===== src/rtl/bus_arbiter.sv =====
// bus_arbiter: two-master arbiter for the serial system bus.
//   Grants the bus to M1 or M2 and drives the slave select, the data-mux select
//   and burst_num seen by the slaves. After each release there is one
//   turnaround cycle before the next owner. Simultaneous requests alternate
//   round-robin.
// Optional build macro: ARB_TIMEOUT_EN. When it is defined, a grant held for
//   TIMEOUT_CYC cycles without done or req-drop is released by force.
// Ports:
//   clk, reset                     clock (rising edge) and async active-high reset
//   m1_req/m1_slave_sel/m1_burst   M1 request, target slave and burst length
//   m1_done                        M1 transfer-complete pulse
//   m2_req/m2_slave_sel/m2_burst   M2 request, target slave and burst length
//   m2_done                        M2 transfer-complete pulse
//   m1_grant, m2_grant             ownership flags; never high together
//   bus_busy                       bus is owned or in turnaround
//   master_sel                     data mux select (0 = M1, 1 = M2); holds the last owner
//   slave_sel, burst_num           latched from the owner when the grant is made
//   sel_err                        1-cycle pulse: a request was refused for an out-of-range slave select
//   timeout                        1-cycle pulse: forced release (0 when ARB_TIMEOUT_EN is undefined)
module bus_arbiter #(
    parameter int NUM_SLAVES  = 3,
    parameter int SEL_W       = 2,
    parameter int BURST_W     = 12,
    parameter int TIMEOUT_CYC = 1024
) (
    input  logic               clk,
    input  logic               reset,
    input  logic               m1_req,
    input  logic [SEL_W-1:0]   m1_slave_sel,
    input  logic [BURST_W-1:0] m1_burst,
    input  logic               m1_done,
    input  logic               m2_req,
    input  logic [SEL_W-1:0]   m2_slave_sel,
    input  logic [BURST_W-1:0] m2_burst,
    input  logic               m2_done,
    output logic               m1_grant,
    output logic               m2_grant,
    output logic               bus_busy,
    output logic               master_sel,
    output logic [SEL_W-1:0]   slave_sel,
    output logic [BURST_W-1:0] burst_num,
    output logic               sel_err,
    output logic               timeout
);

    typedef enum logic [1:0] {IDLE, GNT1, GNT2, TURN} state_t;

    // One extra bit so that NUM_SLAVES == 2**SEL_W still compares correctly.
    localparam logic [SEL_W:0] NUM_SL = NUM_SLAVES[SEL_W:0];

    state_t state, state_nxt;
    logic   last_owner;            // 0 = M1, 1 = M2
    logic   v1, v2;                // valid requests
    logic   load, load_m2;         // grant made this cycle, and to which master
    logic   err_nxt, to_nxt;
    logic   limit;

    assign v1 = m1_req && ({1'b0, m1_slave_sel} < NUM_SL);
    assign v2 = m2_req && ({1'b0, m2_slave_sel} < NUM_SL);

`ifdef ARB_TIMEOUT_EN
    localparam int CNT_W = (TIMEOUT_CYC > 1) ? $clog2(TIMEOUT_CYC) : 1;
    logic [CNT_W-1:0] cnt;

    // The counter is 0 on the first grant cycle, so the limit is reached on
    // the TIMEOUT_CYC-th cycle of the grant.
    assign limit = (cnt == CNT_W'(TIMEOUT_CYC - 1));

    always_ff @(posedge clk or posedge reset) begin
        if (reset)
            cnt <= '0;
        else if (load)
            cnt <= '0;
        else if (state == GNT1 || state == GNT2)
            cnt <= cnt + 1'b1;
    end
`else
    assign limit = 1'b0;
`endif

    always_comb begin
        state_nxt = state;
        load      = 1'b0;
        load_m2   = 1'b0;
        err_nxt   = 1'b0;
        to_nxt    = 1'b0;
        case (state)
            IDLE: begin
                // A refused request never blocks a valid request from the other master.
                err_nxt = (m1_req && !v1) || (m2_req && !v2);
                if (v1 && v2) begin
                    load    = 1'b1;
                    load_m2 = !last_owner;
                end else if (v1 || v2) begin
                    load    = 1'b1;
                    load_m2 = v2;
                end
                if (load)
                    state_nxt = load_m2 ? GNT2 : GNT1;
            end
            GNT1: begin
                // Done or a dropped request releases normally, even when the limit is reached in the same cycle.
                if (m1_done || !m1_req) begin
                    state_nxt = TURN;
                end else if (limit) begin
                    state_nxt = TURN;
                    to_nxt    = 1'b1;
                end
            end
            GNT2: begin
                if (m2_done || !m2_req) begin
                    state_nxt = TURN;
                end else if (limit) begin
                    state_nxt = TURN;
                    to_nxt    = 1'b1;
                end
            end
            default: state_nxt = IDLE;   // TURN is a single cycle
        endcase
    end

    always_ff @(posedge clk or posedge reset) begin
        if (reset) begin
            state      <= IDLE;
            last_owner <= 1'b1;          // so that M1 wins the first tie
            master_sel <= 1'b0;
            slave_sel  <= '0;
            burst_num  <= '0;
            sel_err    <= 1'b0;
        end else begin
            state   <= state_nxt;
            sel_err <= err_nxt;
            if (load) begin
                last_owner <= load_m2;
                master_sel <= load_m2;
                slave_sel  <= load_m2 ? m2_slave_sel : m1_slave_sel;
                burst_num  <= load_m2 ? m2_burst : m1_burst;
            end
        end
    end

`ifdef ARB_TIMEOUT_EN
    always_ff @(posedge clk or posedge reset) begin
        if (reset)
            timeout <= 1'b0;
        else
            timeout <= to_nxt;
    end
`else
    assign timeout = 1'b0;
`endif

    assign m1_grant = (state == GNT1);
    assign m2_grant = (state == GNT2);
    assign bus_busy = (state != IDLE);

endmodule

===== config.mk =====
export PLATFORM = sky130hd
export DESIGN_NAME = bus_arbiter
export DESIGN_NICKNAME = d
export VERILOG_FILES = /design/src/rtl/bus_arbiter.sv
export SDC_FILE = /design/constraint.sdc
export NUM_CORES = 1
export LEC_CHECK = 0
export ABC_AREA = 0
export CAP_MARGIN = 20
export CORE_UTILIZATION = 34
export CTS_CLUSTER_DIAMETER = 120
export DETAILED_ROUTE_END_ITERATION = 7
export HOLD_SLACK_MARGIN = 0.05
export PLACE_DENSITY = 0.87
export SLEW_MARGIN = 20
export SYNTH_ARGS = -nofsm -noshare
export SYNTH_HDL_FRONTEND = slang
export SYNTH_SLANG_ARGS = --single-unit

===== constraint.sdc =====
create_clock -name clk -period 1.36 [get_ports clk]
set_input_delay 0.136 -clock clk [delete_from_list [all_inputs] [get_ports clk]]
set_output_delay 0.136 -clock clk [all_outputs]
set_load 0.05 [all_outputs]

**After elaboration in Yosys (flattened, before gate mapping)**

Cells that the tools add are included.

- Reductions and logical operators: 17
- Equality and inequality tests: 5
- Multiplexer cells: 16
- Order comparisons: 2

Operators by type and width:

| kind | number |
|---|---|
| 12-bit 2-to-1 mux | 1 |
| 2-bit 2-to-1 mux | 5 |
| 1-bit 2-to-1 mux | 9 |
| 2-bit case mux with 3 select lines | 1 |
| 1-bit logical AND | 5 |
| 1-bit logical NOT | 5 |
| 1-bit logical OR | 4 |
| 2-bit < comparator, second input constant | 2 |
| 2-bit by 1-bit inequality test with 1-bit output, second input constant | 2 |
| 3-bit AND reduction | 1 |
| 2-bit by 1-bit == test with 1-bit output, second input constant | 1 |
| 2-bit == test, second input constant | 1 |
| 2-bit logical NOT | 1 |
| 2-bit inequality test, second input constant | 1 |
| 2-bit nonzero test | 1 |

- Logic and storage cells: 46
- Input bits: 34
- Bits in registers: 19

**Logic depth before layout (Yosys ltp)**

- Depth after elaboration: 9
- Mapped depth: 7

**Worst setup path after synthesis**

No wires, ideal clock.

- Path kind: reg-to-reg
- Start point: reg state[0]
- End point: reg state[1]
- Data required time: 1250 ps
- Data arrival time: 1475 ps
- Stages on the path, launching flop included: 6
- Slack: -225 ps
- Buffers on the path: 0
- Cell sequence: dfrtp_1 > inv_1 > ha_1 > inv_1 > nor3_1 > o41ai_1

- Word-level cells in the longest chain between the ends: 3

Ends and longest elaborated chain:

| element | line | RTL |
|---|---|---|
| from (decl) | 51 | `state_t state, state_nxt;` |
| from (signal assigned) | 131 | `state <= state_nxt;` |
| 2-bit == test (tied with other cells) | -- |  |
| 2-bit by 1-bit inequality test with 1-bit output (no line) / 2-bit inequality test (equally long branches) | -- |  |
| 3-bit AND reduction (no line) | -- |  |

Several ways; a longest one is shown, not always the timed one.
A chain may end at the register's enable or synchronous reset.

**Worst setup path after layout**

- Start point: reg state[0]
- End point: reg state[0]

Same word-level chain as after synthesis.

==> results by group <==
Outcome
  • Status: complete, but fails checks
  • Failing checks: setup timing

Floorplan
  • Initial Util: 0.373
  • Die area: roughly 3000 µm²
  • CORE AREA: ~2600 µm²
  • Die Wd: approximately 55 µm
  • Die Y: ~55 µm
  • I/O pin cnt: 54
  • Cell Rows: 18

Yosys
  • Top post-synthesis cells by area: dfrtp_1 (47%), o22ai_1 (8.4%), nand2_1 (5.8%)
  • Top FF cell, synth: dfrtp_1
  • Syn Inst Count: 100
  • Synth area leader: dfrtp_1
  • Sequential area share after synthesis: 0.493
  • Yosys reg bits: 19
  • Synthesized Nets: 138
  • Synth top area share: 0.466
  • EDFF count, synth: 0
  • Unique cell type count in the Yosys netlist: 27
  • Synth Area per Inst: about 9.7 µm²
  • Yosys warns: 0
  • Mux contribution to synthesized area: 0
  • Synth cell count leaders: dfrtp_1 (18), nand2_1 (15), o22ai_1 (13), o21ai_0 (10), o21ai_1 (8)
  • Largest family of logic cells by synthesized area: compound AO/OA/AOI/OAI gates
  • Mapped Area: 967 µm²
  • Compound-Gate Fraction of Synth Area: 0.283
  • Synth Area in Adders: 0.0517
  • Synth async-reset ratio: 1.00
  • Xor-xnor portion of the synthesized cell area: 0
  • Most common cell in the netlist: dfrtp_1
  • Post-synthesis simple-gate area fraction: 0.0931

Clock tree
  • Maximum clock insertion buffer count: 2
  • CTS Hold Bufs: 0
  • TritonCTS Buffers: 3
  • Total clock sinks: 19
  • Clk slew on worst S/H paths: roughly 0.11 ns
  • Root Driver: clkbuf_4
  • Skew-Pair Late Insertion Delay: roughly 0.30 ns
  • CTS H-tree depth: 1
  • TritonCTS clock tree: built

Setup path
  • R2r endpoint: state[0]
  • CP required: 1.55 ns
  • R2R Setup Slk: -0.09 ns
  • Worst Setup EP: state[0]
  • Endpoint class of the critical path: flop
  • Reg2reg path depth: 7
  • CP max FO: 4
  • Startpoint Class: flop
  • WP data arrival: approximately 1.6 ns
  • FF-to-FF Start: state[0]
  • Crit Path Class: reg -> reg
  • CP startpoint: state[0]

Power
  • Maximum VDD drop: approximately 1800 µV
  • P per Cell Area: ~2500 nW/µm²
  • Static leakage: 0.000922 µW

STA
  • Setup-failing EPs final: 8
  • Worst setup margin: -0.0870 ns
  • RSZ-0062 raised after global routing: true
  • Fmax: 691 MHz
  • Final Hold Vio Count: 0
  • Setup TNS: -0.411 ns
  • Pins over their slew limit: 0
  • Final worst-path cycle share: 1.06
  • Tmin final: about 1.4 ns
  • Min Hold Slack: ~0.14 ns
  • Clock Skews: 0.00133 ns

Placed design
  • RePlAce Congestion: 0.734
  • I/O Buffers: 52
  • DP Wirelength: 2370 µm

Global route
  • First-pass GRT wire length: roughly 5300 µm
  • Vias in the first global route: roughly 1200
  • GRT Total Usage: 0.219
  • GRT overflow: 0
  • Antenna violations before repair: 0
  • Largest net degree at the start of global routing: 20

Cells and area
  • Layout cells sized above 1: 0.424
  • NumNets Final: 211
  • Ant diodes: 0
  • Synth-to-Final Area Change: 112%

Drt
  • DRC: 0
  • Vias per inst: between 5 and 6
  • WL/cell: around 18 µm
  • Drt pass-1 iters: 4
  • DR vias: about 1100
  • Initial drt markers: 25
  • Total wire length: ~3700 µm
  • Antenna Nets Post-Route: 0

Job
  • Maxcap violations: 0

Hold path
  • HP Class: in -> async
-- worst max-delay path, stage by stage, from the launching register on --
cell and delay [ns]:
dfrtp_1 0.43, inv_2 0.10, ha_4 0.16, clkinvlp_4 0.13, buf_6 0.14, nor3_4 0.20, o21ai_1 0.10, o41ai_1 0.07
-- worst min-delay path by stage --
| stage | from | end | slack (ns) | cells after the start |
|---|---|---|---|---|
| 2_1_floorplan | reset | burst_num[0] | 0.09 | 1 |
| 3_3_place_gp | reset | master_sel | 0.47 | 3 |
| 3_5_place_dp | reset | master_sel | 0.48 | 3 |
| 4_1_cts | reset | slave_sel[1] | 0.14 | 3 |
| 5_1_grt | reset | burst_num[3] | 0.18 | 3 |
| 6_report | reset | master_sel | 0.14 | 3 |
-- layout make-up --
class                      instances  area (µm²)
timing repair buffer              75         938
multi-input combinational         69         549
fill                             137         539
sequential                        19         477
tap                               30        37.5
clock buffer                       4        26.3
inverter                           5        22.5
-- routing by layer --
| layer | share of wire | global-route usage | vias to the layer above |
|---|---|---|---|
| li1 | - | - | 502 |
| met1 | 0.37 | 0.216 | 553 |
| met2 | 0.55 | 0.420 | 48 |
| met3 | 0.044 | 0.0539 | 12 |
| met4 | 0.028 | 0.107 | 0 |
| met5 | 0 | 0 | - |
-- logic make-up (layout without fill, tap and decap cells) --
kind of cell | Yosys count | after routing
adder cells (fa/ha/maj) | 4 | 4
flip-flops | 19 | 19
AND/OR/NAND/NOR | 21 | 21
buffers and inverters | 12 | 84
AO/OA/AOI/OAI | 43 | 43
other | 1 | 1
-- what timing repair did --
item / 4_1_cts / 5_1_grt
gates cloned: 0 / 2
setup buffers: 4 / 2
endpoints found under the setup margin: 6 / 19
pin swaps: 0 / 3
resized for setup: 7 / 24
-- sequential cells by signal, summed over array words and instances (netlist names) --
register / count
burst_num: 12
slave_sel: 2
state: 2
last_owner: 1
master_sel: 1
sel_err: 1
-- cell usage in the layout (no fill, tap or decap), types with 3 or more instances in the layout --
| cell | count |
|---|---|
| o22ai_1 | 3 |
| o21ai_2 | 4 |
| clkdlybuf4s50_1 | 32 |
| o21ai_1 | 13 |
| buf_4 | 15 |
| buf_12 | 20 |
| clkbuf_4 | 3 |
| o22ai_2 | 10 |
| nand2_1 | 14 |
| buf_6 | 6 |
| dfrtp_1 | 18 |
-- power breakdown --
group | total [µW] | internal (µW) | leakage (µW) | switching [µW]
sequential | 1130 | 840 | 0.000235 | 294
combinational | 3650 | 1800 | 0.000672 | 1850
clock | 300 | 115 | 0.0000150 | 185
total | 5080 | 2750 | 0.000922 | 2330
-- per-stage QoR --
stage	std cells	utilization	total power [µW]	setup WS [ns]	cell area, µm²
CTS	199	0.739	4770	-0.0712	1910
global route	202	0.792	5290	-0.175	2050
floorplan	100	-	2680	-0.0149	1000
global placement	191	0.707	4210	-0.238	1830
detailed placement	191	0.707	4310	-0.360	1830
finish	202	0.792	5080	-0.0870	2050
Note: power is estimated with default switching activity, not from simulation.
